`config.mk`:
```
export PLATFORM = sky130hd
export DESIGN_NAME = pipeline_stage_elastic_flat
export DESIGN_NICKNAME = d
export VERILOG_FILES = /design/src/rtl/pipeline_stage_elastic_if.sv /design/src/rtl/pipeline_stage_elastic.sv /design/src/flat_wrapper.sv
export SDC_FILE = /design/constraint.sdc
export NUM_CORES = 1
export LEC_CHECK = 0
export CELL_PAD_IN_SITES_DETAIL_PLACEMENT = 1
export CELL_PAD_IN_SITES_GLOBAL_PLACEMENT = 1
export CORE_MARGIN = 1
export CORE_UTILIZATION = 42
export CTS_BUF_LIST = sky130_fd_sc_hd__clkbuf_4 sky130_fd_sc_hd__clkbuf_8
export DETAILED_ROUTE_END_ITERATION = 16
export GPL_ROUTABILITY_DRIVEN = 0
export PLACE_DENSITY = 0.83
export SLEW_MARGIN = 20
export SYNTH_ARGS = -nofsm -noshare
export SYNTH_HDL_FRONTEND = slang
export SYNTH_SLANG_ARGS = --single-unit
```
`constraint.sdc`:
```
create_clock -name clk -period 31.9 [get_ports clk]
set_clock_uncertainty 0.1 [all_clocks]
set_input_delay 6.38 -clock clk [delete_from_list [all_inputs] [get_ports clk]]
set_output_delay 6.38 -clock clk [all_outputs]
set_load 0.01 [all_outputs]
```
`src/rtl/pipeline_stage_elastic_if.sv`:
```
// Handshake bundle for pipeline_stage_elastic: upstream valid/ready/payload, downstream valid/ready/payload, status.
// slave is the pipeline's view; master is the view of whatever drives and consumes it.
interface pipeline_stage_elastic_if #(
   parameter int DATA_WIDTH = 32,
   parameter int LANES      = 3,
   parameter int CTRL_WIDTH = 10,
   parameter int DEPTH      = 1
);
   logic                             inValid;
   logic                             inReady;
   logic [CTRL_WIDTH-1:0]            inCtrl;
   logic [DATA_WIDTH*LANES-1:0]      inData;
   logic                             outValid;
   logic                             outReady;
   logic [CTRL_WIDTH-1:0]            outCtrl;
   logic [DATA_WIDTH*LANES-1:0]      outData;
   logic [$clog2(DEPTH+2)-1:0]       occupancy;
   logic [31:0]                      stallCount;

   modport slave (
      input  inValid, inCtrl, inData, outReady,
      output inReady, outValid, outCtrl, outData, occupancy, stallCount
   );

   modport master (
      output inValid, inCtrl, inData, outReady,
      input  inReady, outValid, outCtrl, outData, occupancy, stallCount
   );
endinterface

```
`src/rtl/pipeline_stage_elastic.sv`:
```
// Elastic DEPTH-stage register pipeline with 1-entry input skid (registered inReady), flush-to-bubble, DEPTH-cycle latency.
// Backpressure ripples stage to stage via outReady; optional stall counter under PIPE_STALL_CNT_EN.
module pipeline_stage_elastic #(
   parameter int DATA_WIDTH = 32,
   parameter int LANES      = 3,
   parameter int CTRL_WIDTH = 10,
   parameter int DEPTH      = 1
) (
   input  logic                   clk,
   input  logic                   reset,
   input  logic                   flush,
   pipeline_stage_elastic_if.slave bus
);
   localparam int DW = DATA_WIDTH * LANES;
   localparam int OW = $clog2(DEPTH + 2);

   typedef struct packed {
      logic [CTRL_WIDTH-1:0] ctrl;
      logic [DW-1:0]         data;
   } entry_t;

   entry_t           stage_q [DEPTH];
   logic [DEPTH-1:0] stage_vld;
   entry_t           skid_q;
   logic             skid_vld;
   logic             in_rdy_q;

   entry_t           in_ent;
   entry_t           src [DEPTH];
   logic [DEPTH-1:0] src_vld;
   logic [DEPTH-1:0] load_en;
   logic [DEPTH-1:0] stage_vld_d;
   logic             skid_vld_d;
   logic             skid_load;
   logic             in_xfer;
   logic [OW-1:0]    occ;

   always_comb begin
      in_ent.ctrl = bus.inCtrl;
      in_ent.data = bus.inData;
      in_xfer     = bus.inValid && in_rdy_q && !flush;

      // A stage can load when it is empty or its own entry moves on this edge.
      load_en          = '0;
      load_en[DEPTH-1] = !stage_vld[DEPTH-1] || bus.outReady;
      for (int i = DEPTH - 2; i >= 0; i--) begin
         load_en[i] = !stage_vld[i] || load_en[i+1];
      end

      src[0]     = skid_vld ? skid_q : in_ent;
      src_vld[0] = skid_vld || in_xfer;
      for (int i = 1; i < DEPTH; i++) begin
         src[i]     = stage_q[i-1];
         src_vld[i] = stage_vld[i-1];
      end

      for (int i = 0; i < DEPTH; i++) begin
         stage_vld_d[i] = flush ? 1'b0 : (load_en[i] ? src_vld[i] : stage_vld[i]);
      end

      skid_load = in_xfer && !skid_vld && !load_en[0];
      if (flush) begin
         skid_vld_d = 1'b0;
      end else if (skid_vld) begin
         skid_vld_d = !load_en[0];
      end else begin
         skid_vld_d = skid_load;
      end

      occ = OW'(skid_vld);
      for (int i = 0; i < DEPTH; i++) begin
         occ = occ + OW'(stage_vld[i]);
      end
   end

   always_ff @(posedge clk) begin
      if (!reset) begin
         stage_vld <= '0;
         skid_vld  <= 1'b0;
         in_rdy_q  <= 1'b0;
         skid_q    <= '0;
         for (int i = 0; i < DEPTH; i++) begin
            stage_q[i] <= '0;
         end
      end else begin
         stage_vld <= stage_vld_d;
         skid_vld  <= skid_vld_d;
         in_rdy_q  <= !skid_vld_d;
         if (skid_load) begin
            skid_q <= in_ent;
         end
         // Payloads are frozen on flush; only the valid bits are killed.
         for (int i = 0; i < DEPTH; i++) begin
            if (!flush && load_en[i] && src_vld[i]) begin
               stage_q[i] <= src[i];
            end
         end
      end
   end

   assign bus.inReady   = in_rdy_q;
   assign bus.outValid  = stage_vld[DEPTH-1];
   assign bus.outCtrl   = stage_vld[DEPTH-1] ? stage_q[DEPTH-1].ctrl : '0;
   assign bus.outData   = stage_q[DEPTH-1].data;
   assign bus.occupancy = occ;

`ifdef PIPE_STALL_CNT_EN
   logic [31:0] stall_q;

   always_ff @(posedge clk) begin
      if (!reset) begin
         stall_q <= '0;
      end else if (stage_vld[DEPTH-1] && !bus.outReady && stall_q != 32'hFFFF_FFFF) begin
         stall_q <= stall_q + 32'd1;
      end
   end

   assign bus.stallCount = stall_q;
`else
   assign bus.stallCount = '0;
`endif
endmodule

```
`src/flat_wrapper.sv`:
```
// flat-port wrapper written by rule: the top's interface ports become plain ports
module pipeline_stage_elastic_flat 
#(
   parameter int DATA_WIDTH = 32,
   parameter int LANES      = 3,
   parameter int CTRL_WIDTH = 10,
   parameter int DEPTH      = 1
)
  (clk, reset, flush, bus_inValid, bus_inCtrl, bus_inData, bus_outReady, bus_inReady, bus_outValid, bus_outCtrl, bus_outData, bus_occupancy, bus_stallCount);
  pipeline_stage_elastic_if #(.DATA_WIDTH(DATA_WIDTH), .LANES(LANES), .CTRL_WIDTH(CTRL_WIDTH), .DEPTH(DEPTH)) bus_i ();
  input  logic clk;
  input  logic reset;
  input  logic flush;
  input wire logic [$bits(bus_i.inValid)-1:0] bus_inValid;
  input wire logic [$bits(bus_i.inCtrl)-1:0] bus_inCtrl;
  input wire logic [$bits(bus_i.inData)-1:0] bus_inData;
  input wire logic [$bits(bus_i.outReady)-1:0] bus_outReady;
  output wire logic [$bits(bus_i.inReady)-1:0] bus_inReady;
  output wire logic [$bits(bus_i.outValid)-1:0] bus_outValid;
  output wire logic [$bits(bus_i.outCtrl)-1:0] bus_outCtrl;
  output wire logic [$bits(bus_i.outData)-1:0] bus_outData;
  output wire logic [$bits(bus_i.occupancy)-1:0] bus_occupancy;
  output wire logic [$bits(bus_i.stallCount)-1:0] bus_stallCount;
  assign bus_i.inValid = bus_inValid;
  assign bus_i.inCtrl = bus_inCtrl;
  assign bus_i.inData = bus_inData;
  assign bus_i.outReady = bus_outReady;
  assign bus_inReady = bus_i.inReady;
  assign bus_outValid = bus_i.outValid;
  assign bus_outCtrl = bus_i.outCtrl;
  assign bus_outData = bus_i.outData;
  assign bus_occupancy = bus_i.occupancy;
  assign bus_stallCount = bus_i.stallCount;
  pipeline_stage_elastic #(.DATA_WIDTH(DATA_WIDTH), .LANES(LANES), .CTRL_WIDTH(CTRL_WIDTH), .DEPTH(DEPTH)) u_core (.clk(clk), .reset(reset), .flush(flush), .bus(bus_i));
endmodule
```
==> flow_metrics.tcl, run 1 <==
set metrics [dict create \
    hold_slack_ps 356.7 \
    synthCells 958 \
    grt_antenna_before_repair 1 \
    port_buffers 220 \
    grt_usage_pct 19.43 \
    rsz0062_at_grt "false" \
    tightestPinTransition_ps 1056 \
    powerDensity_nw_per_um2 50.63 \
    ys_types 24 \
    maxSlewHeadroom_pct 29.63 \
    ys_seq_area_share_pct 52.94 \
    htree_levels 2 \
    grt.overflow.total 0 \
    hold_viol 0 \
    syn_to_final_growth_pct 23.09 \
    synth_top_cell_area_share_pct 31.41 \
    grt_max_degree 101 \
    ys_ff_latch 215 \
    vdd_ir_drop_max_mv 0.02553 \
    num_io_pins 253 \
    grt_pass1_wl_um 37320 \
    seqCellArea_um2 5369 \
    path_clk_slew_ps 60 \
    drive_gt1_share_pct 7.370 \
    die-area_um2 24760 \
    slew_violations 0 \
    die_y_um 157.3 \
    end_kind "register" \
    grt_pass1_vias 7400 \
    finalSetupViolations 0 \
    nets 1183 \
    path_max_fanout 55 \
    cts_buffer_depth 3 \
    cap_violations 0 \
    clkSinkCount 215 \
    start_kind "primary input" \
    hold_buffers 0 \
    dr.pass1.iters 5 \
    num_rows 56 \
    insertion_delay_ps 520 \
    coreArea_um2 23540 \
    cts_resized 0 \
    required_ps 32240 \
    worstHoldPathType "reg2reg" \
    cts_tree "done" \
    critical_path_class "in2reg" \
    drc 0 \
    synth_top_cell_by_area "edfxtp_1" \
    drt_wl_total_um 23840 \
    cts_root_buf "clkbuf_8" \
    wire_per_inst_um 16.80 \
    critical_path_arrival_ps 9220 \
    final_cell_mix "clkdlybuf4s50_1 (219), nand2_1 (213), mux2i_1 (212)" \
    r2r_slack_ps 28530 \
    final.min_clock_period_ps 8889 \
    timing.final.crit_share_pct 27.87 \
    numCtsBuffers 39 \
    dp.final_hpwl_um 15070 \
    antenna_left 0 \
    synth_area_um2 10130 \
    avgSynthCellArea_um2 10.58 \
    multi_input_area_um2 3607 \
    finalSetupTns_ps 0 \
    outcome "complete, no violations" \
    p_leak_nw 4.357 \
    clock.fmax_ghz 0.1125 \
    nFillCells 2551 \
    postCtsSetupBuffers 0 \
    final_common_cell "clkdlybuf4s50_1" \
    vias_per_cell 4.809 \
    synth_area_leaders "edfxtp_1 (31%), dfxtp_1 (22%), mux2i_1 (21%)" \
    routed-via-count 6824 \
    fp.dieW_um 157.3 \
    start_util_pct 43.05 \
    yosysWarnings 0 \
    drt-initial-drc-count 205 \
]
## area by class of cell
| type | instances | share of cell area, % |
|---|---|---|
| Timing Repair Buffer | 229 | 18.20 |
| Tap cell | 319 | 3.200 |
| Sequential cell | 215 | 43.04 |
| Multi-Input combinational cell | 585 | 28.92 |
| Inverter | 1 | 0.03009 |
| Clock inverter | 3 | 0.3109 |
| Antenna cell | 1 | 0.02006 |
| Clock buffer | 66 | 6.279 |
## synthesized netlist by cell type
library cell	count
buf_1	2
and3_1	1
buf_4	135
nand4_1	1
a21boi_0	1
edfxtp_1	106
nor4_1	1
nand2b_1	1
and2_1	10
buf_8	5
dfxtp_1	109
conb_1	1
nor2_1	107
inv_1	1
o211a_1	1
ha_1	1
nand2_1	213
clkbuf_1	25
buf_2	21
a21o_1	1
o31ai_1	1
nor2b_1	1
mux2i_1	212
a21oi_1	1
## state kept, by name, indices dropped and copies added (netlist names)
name	flops
u_core.skid_q	106
u_core.stage_q	106
u_core.bus.inReady	1
u_core.bus.outValid	1
u_core.skid_vld	1
## layer usage
layer,wire (um),track usage [%]
met1,9232,20.14
met2,12130,36.09
met3,1762,6.278
met4,712,7.397
met5,0,0
## kinds of logic (layout without fill, tap and decap cells)
family                   after synthesis  after routing  share of synthesized area, %
adder cells (fa/ha/maj)                1              1                        0.1234
AO/OA/AOI/OAI                          5              5                        0.3704
flip-flops                           215            215                         52.94
buffers and inverters                189            299                         12.81
multiplexers                         212            212                         20.94
AND/OR/NAND/NOR                      335            335                         12.78
other                                  1             33                       0.03700
## power by group
group          leakage, nW  switching (mW)  internal [mW]  total [mW]
Combinational         1.94          0.0272         0.0298      0.0570
Sequential            1.97         0.00313          0.299       0.302
Clock                0.442           0.111          0.162       0.273
## through the flow
step                      instance area [um^2]  total power, mW  utilization (%)  setup slack, ps  instances
after floorplan                          10250           0.3427                -            16850        989
after global placement                   11650           0.3635            49.48            22480       1349
after detailed placement                 11650           0.3651            49.48            22440       1349
after CTS                                12470           0.6421            52.98            22950       1418
after global routing                     12470           0.6594            52.99            22880       1419
final                                    12470           0.6315            52.99            23010       1419
## critical path: stages
cell             delay (ps)
clkdlybuf4s50_1         410
nand2b_1                170
nor4_2                  250
buf_4                   790
buf_4                   880
mux2i_1                 290
## final timing paths
check / startpoint / endpoint / depth (start not counted)
setup / recovery: bus_outReady / u_core.skid_q[19]$_SDFFE_PN0N_ / 6
hold / removal: u_core.skid_q[66]$_SDFFE_PN0N_ / u_core.skid_q[66]$_SDFFE_PN0N_ / 2
setup reg to reg: u_core.skid_vld$_SDFF_PN0_ / u_core.stage_q[0][51]$_SDFFCE_PN0P_ / 4
hold reg to reg: u_core.skid_q[66]$_SDFFE_PN0N_ / u_core.skid_q[66]$_SDFFE_PN0N_ / 2
Power figures use the tool's default switching activity.
==> run 2, diff against run 1 <==
- CORE_UTILIZATION: 42 -> 36
- PLACE_DENSITY: 0.83 -> 0.76
- clock period: 31.9 -> 7.4 ns (I/O delays scaled with it)
==> flow_metrics.tcl, run 2 (synthesized netlist as in run 1, its figures left out) <==
set metrics [dict create \
    final.min_clock_period_ps 3714 \
    cts_buffer_depth 3 \
    path_clk_slew_ps 50 \
    p_leak_nw 4.352 \
    num_io_pins 253 \
    vias_per_cell 4.578 \
    required_ps 5820 \
    cts_resized 0 \
    setup_ws_ps 3686 \
    dp.final_hpwl_um 14580 \
    reg_top3 "u_core.skid_q x106, u_core.stage_q x106" \
    r2r-start "u_core.bus.outValid$_SDFFE_PP0N_" \
    clkSinkCount 215 \
    htree_levels 2 \
    start_kind "register" \
    syn_to_final_growth_pct 23.67 \
    die_y_um 169.8 \
    numCtsBuffers 40 \
    min_from "u_core.skid_q[3]$_SDFFE_PN0N_" \
    fp.dieW_um 169.8 \
    stdcell_area_um2 12530 \
    rsz0062_at_grt "false" \
    die-area_um2 28830 \
    clock.fmax_ghz 0.2693 \
    start_util_pct 36.58 \
    drt-initial-drc-count 286 \
    cap_violations 0 \
    end_kind "output pin" \
    slew_violations 0 \
    grt_max_degree 129 \
    drc 0 \
    finalSetupTns_ps 0 \
    pre_cts_slack_ps 3370 \
    timing.final.crit_share_pct 50.18 \
    vdd_ir_drop_max_mv 0.1329 \
    final_cell_mix "clkdlybuf4s50_1 (219), nand2_1 (213), mux2i_1 (212)" \
    p_total_mw 2.702 \
    dr.pass1.iters 6 \
    grt_pass1_wl_um 36840 \
    final_common_cell "clkdlybuf4s50_1" \
    outcome "complete, no violations" \
    stdcell_count 1478 \
    hold_depth 2 \
    utilization_pct 45.24 \
    dpl.cell_count 1407 \
    nets 1183 \
    powerDensity_nw_per_um2 215.6 \
    postCtsSetupBuffers 0 \
    tightestPinTransition_ps 926.6 \
    cts_root_buf "clkbuf_8" \
    path_max_fanout 34 \
    drive_gt1_share_pct 7.455 \
    finalSetupViolations 0 \
    drt_wl_total_um 23480 \
    grt_antenna_before_repair 0 \
    num_rows 61 \
    hold_slack_ps 354.7 \
    worstHoldPathType "reg2reg" \
    min_to "u_core.skid_q[3]$_SDFFE_PN0N_" \
    antenna_left 0 \
    r2r_slack_ps 4660 \
    critical_path_class "reg2out" \
    rr_endpoint "u_core.stage_q[0][4]$_SDFFCE_PN0P_" \
    coreArea_um2 27710 \
    cts_tree "done" \
    grt_usage_pct 16.26 \
    grt_pass1_vias 7220 \
    insertion_delay_ps 510 \
    hold_buffers 0 \
    port_buffers 220 \
    antenna_cells 0 \
    wire_per_inst_um 15.89 \
    placed_area_um2 11730 \
    r2r.worst_path.cells 5 \
    critical_path_arrival_ps 2130 \
    maxSlewHeadroom_pct 38.23 \
    routed-via-count 6767 \
    hold_viol 0 \
    grt.overflow.total 0 \
]
[run 2: worst max path at each step]
stage / start / end / slack (ps)
floorplan: bus_inValid / u_core.stage_q[0][0]$_SDFFCE_PN0P_ / 580
global placement: flush / u_core.stage_q[0][14]$_SDFFCE_PN0P_ / 3430
detailed placement: flush / u_core.stage_q[0][74]$_SDFFCE_PN0P_ / 3370
CTS: u_core.skid_vld$_SDFF_PN0_ / bus_occupancy[0] / 3620
global route: u_core.skid_vld$_SDFF_PN0_ / bus_occupancy[0] / 3580
finish: u_core.skid_vld$_SDFF_PN0_ / bus_occupancy[0] / 3690
[run 2: cell type report]
class	instances	area [um^2]
Clock buffer	65	750.7
Clock inverter	6	53.80
Fill cell	3019	15170
Inverter	1	3.754
Multi-Input combinational cell	585	3607
Sequential cell	215	5369
Tap cell	378	473.0
Timing Repair Buffer	228	2276
[run 2: worst max-delay path, cell delays in order, from the launching register on]
cell and delay, ps:
dfxtp_4 740, ha_1 360, clkdlybuf4s50_1 510
[run 2: power breakdown]
group          switching (mW)  internal, mW  leakage, nW
Combinational           0.116         0.128         1.94
Sequential             0.0145          1.29         1.97
Clock                   0.482         0.673        0.439
Total                   0.613          2.09         4.35
[run 2: layer usage]
metal  GRT usage [%]  vias to the layer above  routed length [um]
li1                -                     3260                   -
met1           18.99                     3260                9948
met2           28.49                      196               11400
met3           4.058                       51                1472
met4           6.345                        0                 661
met5               0                        -                   0
